$ cat config.mk
export PLATFORM = sky130hd
export DESIGN_NAME = fp_add_normalize
export DESIGN_NICKNAME = d
export VERILOG_FILES = /design/src/rtl/fp_pkg.sv /design/src/rtl/fp_lzc24.sv /design/src/rtl/fp_add_normalize.sv
export SDC_FILE = /design/constraint.sdc
export NUM_CORES = 1
export LEC_CHECK = 0
export BUFFER_PORTS_ARGS = -buffer_cell sky130_fd_sc_hd__buf_2
export CORE_ASPECT_RATIO = 0.5
export CORE_MARGIN = 4
export CORE_UTILIZATION = 59
export CTS_CLUSTER_SIZE = 20
export DETAILED_ROUTE_END_ITERATION = 6
export GPL_TIMING_DRIVEN = 0
export PLACE_DENSITY = 0.79
export SLEW_MARGIN = 20
export SYNTH_ARGS = -nofsm -noshare
export SYNTH_HDL_FRONTEND = slang
export SYNTH_HIERARCHICAL = 1
export SYNTH_SLANG_ARGS = --single-unit
$ cat constraint.sdc
create_clock -name clk -period 5.4 [get_ports clk]
set_input_delay 0.27 -clock clk [delete_from_list [all_inputs] [get_ports clk]]
set_output_delay 0.27 -clock clk [all_outputs]
set_load 0.01 [all_outputs]
$ cat src/rtl/fp_pkg.sv
// Shared single-precision constants and field layouts for the floating-point adder datapath.
package fp_pkg;

   localparam int EXP_BIAS = 127;
   localparam int EXP_MAX  = 255;
   localparam int MANT_W   = 24;

   typedef struct packed {
      logic        sign;
      logic [7:0]  exp;
      logic [22:0] frac;
   } fp32_t;

   // Contents of the first pipeline register: the raw beat plus its leading-zero count.
   typedef struct packed {
      logic        sign;
      logic [7:0]  exp;
      logic [24:0] mant;
      logic [2:0]  grs;
      logic [4:0]  lz;
      logic        special;
      logic [31:0] special_val;
   } s1_beat_t;

endpackage

$ cat src/rtl/fp_lzc24.sv
// Leading-zero count of a 24-bit mantissa field; an all-zero field reports 23, the largest useful shift.
module fp_lzc24
   import fp_pkg::*;
(
   input  logic [MANT_W-1:0] value,
   output logic [4:0]        count
);

   // Scanning upward lets the highest set bit have the final say.
   always_comb begin
      count = 5'd23;
      for (int i = 0; i < MANT_W; i++) begin
         if (value[i]) count = 5'(23 - i);
      end
   end

endmodule

$ cat src/rtl/fp_add_normalize.sv
// Normalize, round-to-nearest-even and pack stage of the sequential single-precision adder (2-stage pipeline).
// Define FP_NORM_SUBNORMAL_EN to emit subnormal results instead of flushing underflow to signed zero.
module fp_add_normalize
   import fp_pkg::*;
(
   input  logic        clk,
   input  logic        rst_n,
   input  logic        in_valid,
   output logic        in_ready,
   input  logic        in_sign,
   input  logic [7:0]  in_exp,
   input  logic [24:0] in_mant,
   input  logic [2:0]  in_grs,
   input  logic        in_special,
   input  logic [31:0] in_special_val,
   output logic        out_valid,
   input  logic        out_ready,
   output logic [31:0] out_result,
   output logic        out_overflow,
   output logic        out_underflow,
   output logic        out_inexact
);

   localparam logic signed [9:0] EXP_OVF = 10'(EXP_MAX);

   s1_beat_t          s1_q;
   logic              s1_valid;
   logic              adv1;
   logic              adv2;
   logic [4:0]        lz;

   logic [4:0]        sh;
   logic [25:0]       vec_l;
   logic [23:0]       m;
   logic              g, r, s;
   logic              round_up;
   logic [24:0]       m_rnd;
   logic signed [9:0] e;
   fp32_t             res;
   logic              ovf, unf, inx;

   // Handshake: a beat moves across an interface on a rising edge where valid && ready; ready never
   // depends on valid, and a stage advances when it is empty or the stage after it is advancing.
   assign adv2     = !out_valid || out_ready;
   assign adv1     = !s1_valid || adv2;
   assign in_ready = adv1;

   fp_lzc24 u_lzc (
      .value (in_mant[23:0]),
      .count (lz)
   );

   always_ff @(posedge clk or negedge rst_n) begin
      if (!rst_n) begin
         s1_valid <= 1'b0;
         s1_q     <= '0;
      end else if (adv1) begin
         s1_valid <= in_valid;
         if (in_valid) begin
            s1_q <= '{sign: in_sign, exp: in_exp, mant: in_mant, grs: in_grs, lz: lz,
                      special: in_special, special_val: in_special_val};
         end
      end
   end

`ifdef FP_NORM_SUBNORMAL_EN
   logic [9:0] exp_m1;
   assign exp_m1 = {2'b00, s1_q.exp} - 10'd1;
`endif

   always_comb begin
      sh = s1_q.lz;
`ifdef FP_NORM_SUBNORMAL_EN
      // Never shift the exponent below 1; what is left unnormalized becomes a subnormal.
      if ({5'd0, s1_q.lz} > exp_m1) sh = exp_m1[4:0];
`endif
      vec_l = {s1_q.mant[23:0], s1_q.grs[2:1]} << sh;
      if (s1_q.mant[24]) begin
         m = s1_q.mant[24:1];
         g = s1_q.mant[0];
         r = s1_q.grs[2];
         s = s1_q.grs[1] | s1_q.grs[0];
         e = $signed({2'b00, s1_q.exp}) + 10'sd1;
      end else begin
         m = vec_l[25:2];
         g = vec_l[1];
         r = vec_l[0];
         s = s1_q.grs[0];
         e = $signed({2'b00, s1_q.exp}) - $signed({5'd0, sh});
      end

      round_up = g & (r | s | m[0]);
      inx      = g | r | s;
      m_rnd    = {1'b0, m} + {24'd0, round_up};
      if (m_rnd[24]) begin
         m_rnd = {1'b0, m_rnd[24:1]};
         e     = e + 10'sd1;
      end

      ovf = 1'b0;
      unf = 1'b0;
      res = '{sign: s1_q.sign, exp: e[7:0], frac: m_rnd[22:0]};
      if (s1_q.special) begin
         res = s1_q.special_val;
         inx = 1'b0;
      end else if (s1_q.mant == 25'd0 && s1_q.grs == 3'd0) begin
         // Exact cancellation rounds to +0 under round-to-nearest-even.
         res = '0;
         inx = 1'b0;
      end else if (e >= EXP_OVF) begin
         res = '{sign: s1_q.sign, exp: 8'hFF, frac: 23'd0};
         ovf = 1'b1;
         inx = 1'b1;
      end
`ifdef FP_NORM_SUBNORMAL_EN
      else if (!m_rnd[23]) begin
         res.exp = 8'd0;
         unf     = inx;
      end
`else
      else if (e <= 10'sd0) begin
         res = '{sign: s1_q.sign, exp: 8'd0, frac: 23'd0};
         unf = 1'b1;
         inx = 1'b1;
      end
`endif
   end

   always_ff @(posedge clk or negedge rst_n) begin
      if (!rst_n) begin
         out_valid     <= 1'b0;
         out_result    <= '0;
         out_overflow  <= 1'b0;
         out_underflow <= 1'b0;
         out_inexact   <= 1'b0;
      end else if (adv2) begin
         out_valid <= s1_valid;
         if (s1_valid) begin
            out_result    <= res;
            out_overflow  <= ovf;
            out_underflow <= unf;
            out_inexact   <= inx;
         end
      end
   end

endmodule

==> impl_metrics.toml, run 1 <==
[route]
vias = 7943
vias_per_cell = 6.75
dr.pass1.iters = 6
drt_wl_total_um = 27400
antenna_left = 0
drt_iter0_drc = 840
drc = 0
wl_per_cell_um = 23.3

[power_and_ir_drop]
ir_drop_mv = 0.268
p_per_area_mw_per_mm2 = 337
power.switching_w = 0.00132
swShare_pct = 40.9
p_leak_nw = 3.98
pwr-share-clk_pct = 21.0
comb_power_share_pct = 43.2
p_seq_share_pct = 35.8
power.internal_w = 0.00191

[setup_path]
path_common_cell = "buf_2"
slowest_delay_ns = 0.53
r2r-end = "out_result[20]"
crit_slowest_cell = "nor4b_4"
endpoint_kind = "flip-flop"
startpoint_type = "flip-flop"
r2r_start = "s1_q[65]"
required_ns = 5.65
cp_cell_sequence = "buf_2 > buf_2 > buf_2 > buf_4 > buf_2 > buf_2 > a22oi_1 > inv_1 > ha_1 > inv_1 > a211oi_4 > nand3_4 > or2_0 > buf_6 > nor4_4 > mux2i_1 > nor4b_4 > buf_6 > o31ai_2"
crit_start = "s1_q[65]"
reg2reg_setup_slack_ns = 0.30
arrival_ns = 5.35
worstSetupEndpoint = "out_result[20]"
rr_worst_depth = 19
cp_max_fo = 10
setup.worst_path.class = "reg2reg"

[grt]
grt_pass1_wl_um = 42600
first_global_vias = 7541
gr-usage-all-layers_pct = 33.6
grt_overflow = 0
antenna_found_initial = 0
grt_max_degree = 64

[yosys]
synth_edf_count = 0
netlist_instances = 857
synth-seq-area-share_pct = 33.1
synth_common_cells = "dfrtp_1, mux2_2, nand2_1"
ys_types = 91
syn_area_per_cell_um2 = 9.87
ys_ff_latch = 112
synthArstFlopShare_pct = 100
synth_top_area_share_pct = 33.1
ys.flop_type = "dfrtp_1"
netlist_area_mm2 = 0.00846
syn_nets = 941
synth_area_leader_cell = "dfrtp_1"
yosys_warnings = 6
synthTopCellsByArea = "dfrtp_1, mux2_2, mux4_2"
synth_most_common_cell = "dfrtp_1"

[timing]
fin_ws_ns = 0.299
tightest_slew_ns = 1.14
rsz0062_at_grt = "no"
clock_skew_ns = 0.0136
tns_ns = 0
fin_crit_sh_pct = 94.5
max_slew_margin_pct = 23.1
setup_violations = 0
fmaxAchievable_ghz = 0.196
min_period_ns = 5.10
slew_viol_final = 0
hold_viol = 0

[clocking]
clk_latency_ns = 0.38
cts-root-buf = "clkbuf_16"
clock_sinks = 112
h-tree-depth = 3
clk_pin_slew_worst_paths_ns = 0.09
cts_buffer_depth = 2
cts_buffers = 9
tritoncts = "yes"

[outcome]
outcome = "complete, no violations"

[placement]
gp_congestion = 1.04
io_buffers = 110
dpl_worst_slack_ns = 0.362
dp_hpwl_um = 21000

[layout]
drive_gt1_share_pct = 31.3
finalNetCount = 1064
diodes = 0
area_growth_pct = 13.6

[job]
drv_cap = 0

[floorplan]
die_w_um = 177
dieArea_mm2 = 0.0164
chipHeight_um = 92.7
rows = 30
coreArea_mm2 = 0.0138
initial_core_util_pct = 61.4
boundaryPins = 111

[min_path]
hold_class = "in2reg"
-- area by class of cell --
| type | instances | area, um^2 |
|---|---|---|
| plain buffers | 63 | 325 |
| clock inverters | 6 | 62.6 |
| multi-input cells | 663 | 5280 |
| inverters | 19 | 71.3 |
| repair buffers | 112 | 594 |
| clock buffers | 10 | 229 |
| fillers | 1050 | 4170 |
| well taps | 192 | 240 |
| flip-flops and latches | 112 | 2800 |
-- placed cells by master, fill, tap and decap left out, types with 7 or more instances in the layout --
cell type	count
a211oi_1	7
a21oi_1	39
a22o_1	10
a22oi_1	7
a31oi_1	12
and2_1	9
and3_1	31
buf_2	129
clkbuf_1	31
clkbuf_16	9
dfrtp_1	112
ha_1	9
inv_1	17
mux2_2	89
mux2i_1	26
mux4_2	20
nand2_1	55
nand2b_1	13
nand3_1	31
nand4_1	10
nor2_1	45
nor2b_1	11
nor3_1	15
nor4_1	20
o2111ai_1	15
o21ai_0	21
o21ai_2	13
o31ai_2	7
xnor2_1	15
xor2_1	13
-- power groups by stage --
stage	combinational, W	sequential, W	clock [W]
6_report	0.00140	0.00116	0.000679
5_1_grt	0.00150	0.00117	0.000721
2_1_floorplan	0.000904	0.00115	0
3_5_place_dp	0.00135	0.00116	0
3_3_place_gp	0.00132	0.00116	0
4_1_cts	0.00136	0.00115	0.000681
-- worst min-delay path by stage --
stage,end,startpoint,cells past startpoint
after floorplan,out_inexact,rst_n,0
after global placement,out_result[25],out_result[25],1
after detailed placement,s1_q[39],rst_n,1
after CTS,s1_valid,in_valid,2
after global routing,s1_q[11],in_special_val[11],2
final,s1_valid,in_valid,2
-- what timing repair did --
item,CTS,global route
gates resized for setup,0,4
hold buffers,1,0
buffers inserted,0,0
endpoints found under the hold margin,49,0
endpoints found under the setup margin,0,25
-- stage by stage --
step	utilization (%)	cells	cell area, um^2	hold WS (ns)	total power (W)
6_report	69.7	1177	9610	0.113	0.00324
5_1_grt	69.7	1177	9610	0.117	0.00340
4_1_cts	69.6	1177	9580	0.105	0.00319
3_5_place_dp	67.4	1160	9280	0.239	0.00251
3_3_place_gp	67.1	1159	9250	0.470	0.00248
2_1_floorplan	-	857	8460	-0.0256	0.00206
-- sequential cells by signal (all words and copies together), names as in the netlist --
register,flops
out_result,32
out_inexact,1
sh,5
out_valid,1
out_underflow,1
s1_valid,1
out_overflow,1
s1_q,70
-- logic make-up after synthesis --
group,synth area share [%]
flops,33.1
fa+ha+maj,1.57
buf+inv,4.69
mux,20.3
compound gates,19.3
simple gates,18.2
xor+xnor,2.90
-- per-layer routing --
layer / part of all wire, % / up-vias / global-route usage [%]
li1: - / 3539 / -
met3: 12 / 67 / 9.46
met4: 2.5 / 0 / 9.71
met2: 43 / 528 / 50.4
met1: 42 / 3809 / 47.8
met5: 0 / - / 0
-- worst max-delay path: cells and delay by family (launching register included) --
family                   cells  cell delay [ns]
multiplexers                 1             0.20
flip-flops                   1             0.46
AO/OA/AOI/OAI                3             0.63
AND/OR/NAND/NOR              4             1.26
adder cells (fa/ha/maj)      1             0.20
buffers and inverters       10             2.21
(Power assumes the default switching activity.)
==> inputs of run 2 (changes only) <==
--- a/config.mk
+++ b/config.mk
@@ -12,7 +12,7 @@
 export CTS_CLUSTER_SIZE = 20
 export DETAILED_ROUTE_END_ITERATION = 6
 export GPL_TIMING_DRIVEN = 0
-export PLACE_DENSITY = 0.79
+export PLACE_DENSITY = 0.91
 export SLEW_MARGIN = 20
 export SYNTH_ARGS = -nofsm -noshare
 export SYNTH_HDL_FRONTEND = slang
==> impl_metrics.toml, run 2 (same netlist as run 1, synthesis figures left out) <==
[outcome]
outcome = "finished, violations left"
failed_checks = "design-rule violations"

[grt]
gr-usage-all-layers_pct = 34.5
first_global_vias = 7730
grt_max_degree = 82
grt_overflow = 0
antenna_found_initial = 0
grt_pass1_wl_um = 43800

[route]
wl_per_cell_um = 24.0
drc = 2
dr.pass1.iters = 7
vias_per_cell = 6.86
drt_iter0_drc = 1099
antenna_left = 0
drt_wl_total_um = 28300
vias = 8079

[setup_path]
endpoint_kind = "flip-flop"
cp_max_fo = 10
slowest_delay_ns = 0.49
arrival_ns = 5.43
cpLargestDelayFamily = "buffers and inverters"
setup.worst_path.class = "reg2reg"
crit_slowest_cell = "dfrtp_1"
cp_cell_sequence = "buf_2 > buf_2 > buf_2 > buf_4 > buf_2 > buf_2 > a32oi_1 > inv_1 > ha_1 > inv_1 > a211oi_4 > nand3_4 > or2_0 > buf_6 > nor4b_1 > o2111ai_2 > nor2_1 > buf_2 > o31ai_1"
critPathBufInv = 10
path_common_cell = "buf_2"
required_ns = 5.65
startpoint_type = "flip-flop"

[floorplan]
die_w_um = 177
initial_core_util_pct = 61.4
dieArea_mm2 = 0.0164
boundaryPins = 111
coreArea_mm2 = 0.0138
chipHeight_um = 92.7
rows = 30

[clocking]
tritoncts = "yes"
cts_buffers = 9
cts_buffer_depth = 2
cts-root-buf = "clkbuf_16"
clock_sinks = 112
clk_latency_ns = 0.38
clk_pin_slew_worst_paths_ns = 0.08
h-tree-depth = 3

[layout]
finalNetCount = 1065
drive_gt1_share_pct = 31.6
multi_input_area_mm2 = 0.00530
diodes = 0
largest_reg_flops = 70
fin_cells = 1178
seq_area_mm2 = 0.00280
area_growth_pct = 14.0
most-common-layout-cells = "buf_2, dfrtp_1, mux2_2"
fin_util_pct = 70.0
largest_register = "s1_q"
nFillCells = 1042
mostFrequentLayoutCell = "buf_2"

[min_path]
hold_class = "in2reg"

[power_and_ir_drop]
ir_drop_mv = 0.178
p_leak_nw = 3.99
total_power_w = 0.00328
p_per_area_mw_per_mm2 = 340

[timing]
fmaxAchievable_ghz = 0.193
hold_viol = 0
slew_viol_final = 0
clock_skew_ns = 0.00851
max_slew_margin_pct = 23.2
fin_ws_ns = 0.223
fin_crit_sh_pct = 95.9
setup_violations = 0
min_period_ns = 5.18
tightest_slew_ns = 1.14

[job]
drv_cap = 0

[placement]
dp_hpwl_um = 21400
io_buffers = 110
placed_cells = 1160
dpl_worst_slack_ns = 0.179
gp_congestion = 1.01
run 2: cell count changes in the layout (fill, tap and decap cells not counted), sizes merged:
cell and delta:
clkinvlp +1, buf +1, inv -1
run 2: area by class of cell:
cell class | instances | area share (%)
plain buffers | 63 | 3.39
clock buffers | 10 | 2.48
clock inverters | 6 | 0.636
inverters | 19 | 0.740
multi-input cells | 663 | 54.9
flip-flops and latches | 112 | 29.1
well taps | 192 | 2.49
repair buffers | 113 | 6.24
run 2: stage by stage:
| stage | area, um^2 | hold WS [ns] | TNS (ns) |
|---|---|---|---|
| after floorplan | 8460 | -0.0256 | 0 |
| after global placement | 9250 | 0.462 | 0 |
| after detailed placement | 9280 | 0.167 | 0 |
| after CTS | 9590 | 0.108 | 0 |
| after global routing | 9640 | 0.117 | -0.383 |
| final | 9640 | 0.112 | 0 |
run 2: layer usage:
layer  global-route usage [%]  vias to the layer above  wire [um]
met2                     52.7                      506      12400
met3                     8.73                       93       2890
met5                        0                        -          0
met4                     12.2                        0       1040
li1                         -                     3555          -
met1                     47.9                     3925      12000
run 2: repair_timing:
action	CTS	global route
buffers inserted	0	1
endpoints found under the hold margin	31	0
resized for setup	0	8
hold buffers	1	0
endpoints found under the setup margin	0	29
run 2: path summary, 6_finish.rpt:
| path | from | to | slack, ns | cells after the start |
|---|---|---|---|---|
| max in group asynchronous | rst_n | s1_q[65] | 4.37 | 3 |
| min reg2reg | out_result[30] | out_result[30] | 0.48 | 2 |
| min | in_valid | s1_valid | 0.11 | 2 |
| min in group asynchronous | rst_n | sh[1] | 0.34 | 2 |
| max reg2reg | s1_q[65] | out_result[4] | 0.22 | 19 |
| max | s1_q[65] | out_result[4] | 0.22 | 19 |
run 2: where the power goes:
group	switching, W	total [W]	internal [W]	leakage [nW]
clock	0.000358	0.000695	0.000337	0.144
combinational	0.000837	0.00142	0.000587	2.51
sequential	0.000163	0.00116	0.000999	1.34
